$ cat src/rtl/hs_arith_stream_uminimize.sv
// hs_arith_stream_uminimize
//
// Unsigned minimum finder over a framed input stream. Beats are taken while
// the block is in ACCUM. The beat carrying s_last closes the frame, and the
// registered result is then held in HOLD until the downstream accepts it.
//
// Handshake semantics (both sides): a transfer happens on a rising clk edge
// where valid && ready are both 1. Valid is never withdrawn by this block
// before its transfer, and ready never depends combinationally on valid.
//
// Ports:
//   clk, rst      clock (rising edge), asynchronous active-high reset
//   s_data        unsigned input value (DATA_WIDTH)
//   s_aux         auxiliary payload travelling with each beat
//   s_valid       input beat valid
//   s_last        final beat of the frame
//   s_ready       1 while accumulating (ACCUM)
//   m_value       frame minimum
//   m_aux         auxiliary payload of the minimum beat ('0 if aux path off)
//   m_index       zero-based beat position of the minimum (saturating)
//   m_count       accepted beats minus 1 (saturating at 2^IDX_WIDTH-1)
//   m_overflow    frame had more than 2^IDX_WIDTH beats
//   m_valid       result valid (HOLD), driven straight from the state flop
//   m_ready       downstream accepts the result
//
// Build option: when HS_ARITH_STREAM_UMIN_TIE_LATEST_EN is defined, equal
// values replace the running minimum (ties select the latest beat) and the
// compare is done inline. When it is undefined, ties keep the earliest beat
// and the compare uses hs_arith_dual_in_uminimize.

package hs_arith_stream_uminimize_pkg;
  typedef enum logic {
    BOOL_FALSE = 1'b0,
    BOOL_TRUE  = 1'b1
  } bool_e;
endpackage

// Two-input unsigned minimum with per-input valid. dout_sel is 1 when din1
// is chosen. A strict less-than compare means ties keep din0. If only one
// input is valid, that input is chosen.
module hs_arith_dual_in_uminimize #(
  parameter int DATA_WIDTH = 32
) (
  input  logic [DATA_WIDTH-1:0] din0,
  input  logic                  din0_valid,
  input  logic [DATA_WIDTH-1:0] din1,
  input  logic                  din1_valid,
  output logic [DATA_WIDTH-1:0] dout,
  output logic                  dout_sel
);
  always_comb begin
    dout_sel = 1'b0;
    if (din1_valid && (!din0_valid || (din1 < din0))) dout_sel = 1'b1;
    dout = dout_sel ? din1 : din0;
  end
endmodule

module hs_arith_stream_uminimize
  import hs_arith_stream_uminimize_pkg::*;
#(
  parameter int    DATA_WIDTH      = 32,
  parameter int    IDX_WIDTH       = 8,
  parameter bool_e ENABLE_AUX_PATH = BOOL_TRUE,
  parameter type   AUX_DATA_TYPE   = logic
) (
  input  logic                  clk,
  input  logic                  rst,
  input  logic [DATA_WIDTH-1:0] s_data,
  input  AUX_DATA_TYPE          s_aux,
  input  logic                  s_valid,
  input  logic                  s_last,
  output logic                  s_ready,
  output logic [DATA_WIDTH-1:0] m_value,
  output AUX_DATA_TYPE          m_aux,
  output logic [IDX_WIDTH-1:0]  m_index,
  output logic [IDX_WIDTH-1:0]  m_count,
  output logic                  m_overflow,
  output logic                  m_valid,
  input  logic                  m_ready
);
  typedef enum logic {
    ST_ACCUM = 1'b0,
    ST_HOLD  = 1'b1
  } state_e;

  localparam logic [IDX_WIDTH-1:0] CNT_MAX = '1;
  localparam logic [IDX_WIDTH-1:0] CNT_ONE = IDX_WIDTH'(1);

  state_e state_q, state_d;

  // Internal state exposed under a single name for checkers to bind to.
  state_e state_dbg;
  assign state_dbg = state_q;

  logic                  started_q;
  logic [IDX_WIDTH-1:0]  cnt_q;
  logic [IDX_WIDTH-1:0]  idx_q;
  logic [DATA_WIDTH-1:0] min_q;
  logic                  ovf_q;

  logic [DATA_WIDTH-1:0] m_value_q;
  logic [IDX_WIDTH-1:0]  m_index_q;
  logic [IDX_WIDTH-1:0]  m_count_q;
  logic                  m_overflow_q;

  logic                  accept;
  logic                  handshake;
  logic                  cnt_sat;
  logic [IDX_WIDTH-1:0]  cnt_nxt;
  logic                  ovf_nxt;
  logic                  replace;
  logic [DATA_WIDTH-1:0] min_nxt;
  logic [IDX_WIDTH-1:0]  idx_nxt;

  assign s_ready   = (state_q == ST_ACCUM);
  assign m_valid   = (state_q == ST_HOLD);
  assign accept    = s_valid && s_ready;
  assign handshake = m_valid && m_ready;

  // The first beat of a frame sits at position 0. Later beats advance the
  // counter until it saturates. A beat that arrives while the counter is
  // already saturated sets the sticky overflow flag.
  assign cnt_sat = (cnt_q == CNT_MAX);
  assign cnt_nxt = !started_q ? '0 : (cnt_sat ? cnt_q : cnt_q + CNT_ONE);
  assign ovf_nxt = ovf_q | (started_q & cnt_sat);

`ifdef HS_ARITH_STREAM_UMIN_TIE_LATEST_EN
  // Equal values also replace, so the latest of tied beats wins.
  assign replace = !started_q || (s_data <= min_q);
  assign min_nxt = replace ? s_data : min_q;
`else
  // Before the first beat of a frame the running min is not valid, so the
  // dual-input block always selects s_data on that beat.
  hs_arith_dual_in_uminimize #(
    .DATA_WIDTH (DATA_WIDTH)
  ) u_cmp (
    .din0       (min_q),
    .din0_valid (started_q),
    .din1       (s_data),
    .din1_valid (1'b1),
    .dout       (min_nxt),
    .dout_sel   (replace)
  );
`endif

  assign idx_nxt = replace ? cnt_nxt : idx_q;

  // Next-state logic
  always_comb begin
    state_d = state_q;
    case (state_q)
      ST_ACCUM: if (accept && s_last) state_d = ST_HOLD;
      ST_HOLD:  if (m_ready)          state_d = ST_ACCUM;
      default:                        state_d = ST_ACCUM;
    endcase
  end

  always_ff @(posedge clk or posedge rst) begin
    if (rst) begin
      state_q      <= ST_ACCUM;
      started_q    <= 1'b0;
      cnt_q        <= '0;
      idx_q        <= '0;
      min_q        <= '0;
      ovf_q        <= 1'b0;
      m_value_q    <= '0;
      m_index_q    <= '0;
      m_count_q    <= '0;
      m_overflow_q <= 1'b0;
    end else begin
      state_q <= state_d;
      if (handshake) begin
        started_q <= 1'b0;
        cnt_q     <= '0;
        ovf_q     <= 1'b0;
      end else if (accept) begin
        started_q <= 1'b1;
        cnt_q     <= cnt_nxt;
        idx_q     <= idx_nxt;
        min_q     <= min_nxt;
        ovf_q     <= ovf_nxt;
        // Results are captured from the next-state values so that the last
        // beat itself takes part in the minimum.
        if (s_last) begin
          m_value_q    <= min_nxt;
          m_index_q    <= idx_nxt;
          m_count_q    <= cnt_nxt;
          m_overflow_q <= ovf_nxt;
        end
      end
    end
  end

  assign m_value    = m_value_q;
  assign m_index    = m_index_q;
  assign m_count    = m_count_q;
  assign m_overflow = m_overflow_q;

  generate
    if (ENABLE_AUX_PATH == BOOL_TRUE) begin : g_aux
      AUX_DATA_TYPE aux_q;
      AUX_DATA_TYPE m_aux_q;
      always_ff @(posedge clk or posedge rst) begin
        if (rst) begin
          aux_q   <= '0;
          m_aux_q <= '0;
        end else if (accept && !handshake) begin
          if (replace) aux_q <= s_aux;
          if (s_last) m_aux_q <= replace ? s_aux : aux_q;
        end
      end
      assign m_aux = m_aux_q;
    end else begin : g_no_aux
      assign m_aux = '0;
    end
  endgenerate

endmodule

$ cat config.mk
export PLATFORM = sky130hd
export DESIGN_NAME = hs_arith_stream_uminimize
export DESIGN_NICKNAME = d
export VERILOG_FILES = /design/src/rtl/hs_arith_stream_uminimize.sv
export SDC_FILE = /design/constraint.sdc
export NUM_CORES = 1
export LEC_CHECK = 0
export ABC_AREA = 1
export CAP_MARGIN = 20
export CORE_ASPECT_RATIO = 2
export CORE_MARGIN = 1
export CORE_UTILIZATION = 55
export CTS_CLUSTER_SIZE = 28
export DETAILED_ROUTE_END_ITERATION = 6
export HOLD_SLACK_MARGIN = 0.12
export PLACE_DENSITY = 0.81
export SETUP_SLACK_MARGIN = 0.02
export SLEW_MARGIN = 20
export SYNTH_ARGS = -nofsm -noshare
export SYNTH_HDL_FRONTEND = slang
export SYNTH_SLANG_ARGS = --single-unit
$ cat constraint.sdc
create_clock -name clk -period 6.3 [get_ports clk]
set_clock_uncertainty 0.05 [all_clocks]
set_input_delay 0.63 -clock clk [delete_from_list [all_inputs] [get_ports clk]]
set_output_delay 0.63 -clock clk [all_outputs]
set_load 0.1 [all_outputs]
Word level (Yosys, flattened, before mapping)
Index checks and enable logic that the tools add are counted.
{"block": "totals", "register_bits": 102, "latchBits": 0, "ramBits": 0, "romBits": 0, "input_bits": 38, "out_inout_bits": 52, "word_cells": 45, "mem_count": 0}
{"block": "op_classes", "add_sub_neg": 1, "mul": 0, "div_mod_pow": 0, "order_cmp": 1, "eq_ne": 1, "n_shift": 0, "mux": 15, "bitwise_logic": 4, "reduce_logical": 11}
{"operator": "8-bit two-way mux", "count": 5}
{"operator": "32-bit < comparator", "count": 1}
{"operator": "32-bit two-way mux", "count": 1}
{"operator": "8-bit by 1-bit adder with 8-bit output, second input constant", "count": 1}
{"operator": "8-bit == test, second input constant", "count": 1}
{"operator": "1-bit two-way mux", "count": 8}
{"operator": "1-bit logical AND", "count": 4}
{"operator": "2-bit AND reduction", "count": 2}
{"operator": "3-bit AND reduction", "count": 1}
{"operator": "1-bit logical NOT", "count": 2}
{"operator": "1-bit inverter", "count": 2}
{"operator": "1-bit case mux with 2 select lines", "count": 1}
{"operator": "2-bit nonzero test", "count": 1}
{"operator": "1-bit bitwise AND", "count": 1}
{"operator": "1-bit logical OR", "count": 1}
{"operator": "1-bit OR", "count": 1}

Depth between registers and ports, before layout
{"block": "depth", "ltp_word": 5, "ltp_mapped": 17, "depth_no_buf": 16}

By module
Synthesis repeated with hierarchy kept, for this count alone.
{"block": "hier_totals", "hier_cells": 699, "area_unflattened_um2": 5686.7}
{"mod": "hs_arith_stream_uminimize", "instances": 1, "cells_per_inst": 456, "area_per_inst_um2": 4164.0, "seq_area_each_um2": 2552.4}
{"mod": "hs_arith_dual_in_uminimize", "instances": 1, "cells_per_inst": 243, "area_per_inst_um2": 1522.7, "seq_area_each_um2": 0.0}

Worst setup path before layout
Ideal clock, no wire load.
{"block": "synth_path", "kind": "reg-to-reg", "startpoint": "register state_q (netlist: m_valid)", "endpoint": "register state_q (netlist: m_valid)", "setup_ns": 0.161, "t_arrival_ns": 2.711, "t_required_ns": 6.089, "path_slack_ns": 3.378, "path_stages_with_launch": 7, "n_path_buf": 1, "period_less_slack_ns": 2.922, "path_cell_list": "dfrtp_1 -> inv_1 -> nand2_1 -> clkinv_1 -> nand2_1 -> clkbuf_1 -> o21ai_0"}
{"block": "synth_via", "elab_chain_len": 5}
{"item": "start: declaration", "line_no": "89", "source": "state_e state_q, state_d;"}
{"item": "start signal: assignment", "line_no": "171", "source": "state_q <= state_d;"}
{"item": "1-bit inverter (*)"}
{"item": "net s_ready", "line_no": "72", "source": "output logic s_ready,"}
{"item": "1-bit logical AND", "line_no": "117", "source": "assign accept = s_valid && s_ready;"}
{"item": "1-bit logical AND", "line_no": "152", "source": "ST_ACCUM: if (accept && s_last) state_d = ST_HOLD;"}
{"item": "1-bit two-way mux", "line_no": "152"}
{"item": "1-bit case mux with 2 select lines (*)", "line_no": "151", "source": "case (state_q)"}
{"item": "net state_d", "line_no": "89"}
The timed path passes the listed nets; every way through them passes the cells marked *.
A chain may end at the register's enable or synchronous reset.

Worst setup path after layout
{"block": "layout_path", "startpoint": "input port s_valid", "endpoint": "register m_value_q[30] (netlist: m_value[30])"}
{"block": "layout_via", "elab_chain_len": 2}
{"item": "start: declaration", "line_no": "70", "source": "input logic s_valid,"}
{"item": "1-bit logical AND", "line_no": "117"}
{"item": "3-bit AND reduction (no line)"}
{"item": "end signal: assignment", "line_no": "185", "source": "m_value_q <= min_nxt;"}
{"item": "end: declaration", "line_no": "101", "source": "logic [DATA_WIDTH-1:0] m_value_q;"}
No other way between the ends.

==> flow_metrics.py <==
metrics = {
    "cts": {
        "clock_tree_root_driver_cell": "sky130_fd_sc_hd__clkbuf_16",
        "cts_hold_buffers": 0,
        "cts_setup_buffers": 0,
        "tritoncts": "built",
        "number_of_buffers_added_by_the_clock_tree_synthesis_step": 9,
        "cts.htree.levels": 3,
        "numClockSinks": 102,
        "worst_skew_pair.late_latency_ns": 0.36,
        "cts_resized": 0,
        "clk_path_buf_depth": 2,
        "worst_setup_hold_path_clk_slew_ns": 0.06,
    },
    "yosys": {
        "synth_edf_count": 0,
        "syn_nets": 797,
        "yosysWarningCount": 0,
        "synthesis.area_per_instance_um2": 7.939,
        "synth.lib_cells_used.distinct": 34,
        "async_reset_ff_share_pct": 100.0,
        "synth.ff_latch_count": 102,
        "yosys_most_used_dff": "sky130_fd_sc_hd__dfrtp_1",
        "syn-cell-area_um2": 5772,
        "yosysSeqAreaShare_pct": 44.22,
        "post_synth_inst_count": 727,
    },
    "min_path": {
        "worst_hold_startpoint": "m_value[23]",
        "worstHoldEndpoint": "m_value[23]",
        "hold_path_class": "flip-flop to flip-flop",
        "worstHoldPathCells": 2,
    },
    "power": {
        "ir_drop_mv": 0.3551,
        "pwr-share-clk_pct": 21.7,
        "seqPwrFrac_pct": 29.8,
        "power_frac_comb_pct": 48.4,
        "swShare_pct": 47.80,
        "p_leak_uw": 0.003713,
        "p_sw_uw": 1509,
        "internal-power_uw": 1648,
        "cellPowerDensity_nw_per_um2": 447.8,
    },
    "drt": {
        "dr_total_vias": 5090,
        "wire_per_inst_um": 15.05,
        "drt_first_iter_violations": 397,
        "totalWireLength_um": 14110,
        "routed_via_density": 5.426,
        "route.detailed.drc": 0,
        "drt_pass1_iterations": 4,
        "drt.antenna.violating_nets": 0,
    },
    "die": {
        "fp.coreArea_um2": 10150,
        "chipHeight_um": 146.9,
        "die_area_um2": 10930,
        "effective_utilization_at_floorplan_pct": 56.87,
        "ioPinCount": 90,
        "die_w_um": 74.44,
        "placement_rows": 52,
    },
    "global_routing": {
        "use_met3_pct": 4.321,
        "global_route.usage.met2_pct": 49.50,
        "gr-usage-all-layers_pct": 28.00,
        "grt.met1_usage_pct": 31.66,
        "grt_start_max_net_pins": 83,
        "grt.busiest_layer": "met2",
        "gr-total-overflow": 0,
        "first_global_vias": 5336,
        "antenna_violations_before_repair": 0,
        "global_route_wire_length_before_repair_um": 23660,
    },
    "setup_path": {
        "reg2reg_slack_ns": 3.27,
        "regToRegEndpoint": "m_value[30]",
        "setup.worst_path.class": "primary input to flip-flop",
        "crit_arrival_ns": 3.47,
        "crit-reg2reg-launch": "m_valid",
        "worst_setup_path_start_kind": "primary input",
        "worstPathRequired_ns": 6.49,
        "end_kind": "flip-flop",
        "r2r.worst_path.cells": 9,
        "path_max_fanout": 61,
    },
    "placement": {
        "place.gp.congestion": 0.8592,
        "hpwl_after_dpl_um": 9149,
        "pre_cts_ws_ns": 2.213,
        "port-buffer-count": 89,
        "dp_cells": 922,
    },
    "timing": {
        "unrepaired_setup_endpoints_after_global_routing": "false",
        "setup_total_negative_slack_ns": 0,
        "hold_viol": 0,
        "timing.final.setup_violations": 0,
        "final_min_period_over_clock_period_pct": 51.98,
        "maxClockFrequency_mhz": 305.4,
        "finalMaxSlewViolations": 0,
        "slew_headroom_pct": 34.63,
        "layout_min_cycle_time_ns": 3.275,
        "worst_slew_pin_slew_ns": 0.9774,
        "hold_ws_ns": 0.4269,
        "final.setup.worst_slack_ns": 3.025,
    },
    "outcome": {
        "outcome": "finished clean",
    },
    "cells_and_area": {
        "share_of_post_route_cells_with_drive_strength_above_1_pct": 7.846,
        "insertedDiodeCount": 0,
        "layout.cells.non_filler": 938,
        "syn_to_final_growth_pct": 22.15,
        "postLayoutCoreUtil_pct": 69.47,
        "nets_final": 868,
    },
    "run": {
        "max_cap_viol_count": 0,
    },
}
## layout by cell type (no fill, tap or decap), types with 8 or more instances in the layout
cell,Yosys,layout
sky130_fd_sc_hd__nand2_2,10,11
sky130_fd_sc_hd__nand4_1,8,8
sky130_fd_sc_hd__clkbuf_16,0,9
sky130_fd_sc_hd__inv_1,88,87
sky130_fd_sc_hd__nor2_1,9,9
sky130_fd_sc_hd__a21oi_1,14,14
sky130_fd_sc_hd__dfrtp_1,102,101
sky130_fd_sc_hd__nand2_1,249,247
sky130_fd_sc_hd__nand3_1,116,116
sky130_fd_sc_hd__ha_1,32,32
sky130_fd_sc_hd__o21ai_0,19,19
sky130_fd_sc_hd__clkdlybuf4s50_1,0,89
sky130_fd_sc_hd__nand2_4,21,22
## cells by family (layout without fill, tap and decap cells)
family | count (synthesis) | in the layout | share of synthesized area (%)
compound gates | 44 | 44 | 4.292
flops | 102 | 102 | 44.22
simple gates | 426 | 426 | 35.10
xor+xnor | 1 | 1 | 0.1518
fa+ha+maj | 32 | 32 | 6.937
buf+inv | 122 | 198 | 9.300
## metal layers
layer  vias to the layer above  part of all wire (%)
met1                      2432                    38
met3                        36                   4.3
met2                       155                    54
li1                       2467                     -
met5                         -                     0
met4                         0                   3.3
## final cells by class
| type | count | area, µm² |
|---|---|---|
| timing repair buffer | 93 | 924.6 |
| fill | 847 | 3099 |
| tap | 135 | 168.9 |
| inverter | 89 | 336.6 |
| multi-input combinational | 503 | 2693 |
| clock inverter | 6 | 132.6 |
| clock buffer | 10 | 239.0 |
| sequential | 102 | 2556 |
## power groups by stage
stage	logic [µW]	clock network, µW	registers (µW)
floorplan	617	0	1530
global placement	1490	0	940
detailed placement	1520	0	948
CTS	1540	692	939
global route	1650	719	960
finish	1530	686	942
## sequential cells by signal, indices dropped and copies added, names as in the netlist
register and count:
started_q 1, min_q 32, cnt_q 8, g_aux.aux_q 1
m_valid 1, m_index 8, m_overflow 1, m_count 8
ovf_q 1, idx_q 8, m_value 32, m_aux 1
## worst max-delay path, stage by stage
cell and delay, ns:
sky130_fd_sc_hd__clkdlybuf4s50_1 0.41, sky130_fd_sc_hd__nand2_2 0.06, sky130_fd_sc_hd__buf_4 0.47, sky130_fd_sc_hd__clkinv_1 0.25
sky130_fd_sc_hd__nand2_4 0.54, sky130_fd_sc_hd__inv_1 0.51, sky130_fd_sc_hd__buf_4 0.37, sky130_fd_sc_hd__nand3_1 0.12
sky130_fd_sc_hd__nand2_1 0.06
## synth_stat cells (2+ instances only)
| library cell | n | share of area [%] |
|---|---|---|
| sky130_fd_sc_hd__o21ai_0 | 19 | 1.6 |
| sky130_fd_sc_hd__buf_4 | 6 | 0.78 |
| sky130_fd_sc_hd__nand4_1 | 8 | 0.87 |
| sky130_fd_sc_hd__clkbuf_1 | 12 | 0.78 |
| sky130_fd_sc_hd__buf_6 | 2 | 0.39 |
| sky130_fd_sc_hd__nand2_4 | 21 | 4.1 |
| sky130_fd_sc_hd__ha_1 | 32 | 6.9 |
| sky130_fd_sc_hd__o22ai_1 | 7 | 0.76 |
| sky130_fd_sc_hd__buf_12 | 2 | 0.69 |
| sky130_fd_sc_hd__nor2_1 | 9 | 0.59 |
| sky130_fd_sc_hd__dfrtp_1 | 102 | 44 |
| sky130_fd_sc_hd__buf_1 | 4 | 0.26 |
| sky130_fd_sc_hd__nand2_8 | 2 | 0.69 |
| sky130_fd_sc_hd__nand3_1 | 116 | 10 |
| sky130_fd_sc_hd__inv_1 | 88 | 5.7 |
| sky130_fd_sc_hd__nand2_1 | 249 | 16 |
| sky130_fd_sc_hd__nor3_1 | 3 | 0.26 |
| sky130_fd_sc_hd__buf_2 | 7 | 0.61 |
| sky130_fd_sc_hd__a21oi_1 | 14 | 1.2 |
| sky130_fd_sc_hd__nand2_2 | 10 | 1.1 |
## worst max-delay path by stage
stage          startpoint          end  slack [ns]  cells past startpoint
2_1_floorplan         rst     cnt_q[0]        2.94                      1
3_3_place_gp      s_valid  m_value[26]        2.32                      9
3_5_place_dp      s_valid   m_value[6]        2.21                      9
4_1_cts           s_valid  m_value[30]        2.60                      9
5_1_grt           s_valid  m_value[24]        2.79                      9
6_report          s_valid  m_value[30]        3.03                      9
## per-stage QoR
stage	total power (µW)	cell area, µm²
floorplan	2142	5772
global placement	2429	6668
detailed placement	2470	6668
CTS	3166	7039
global route	3327	7051
finish	3157	7051
No activity file was read; power rests on OpenSTA's default activity.
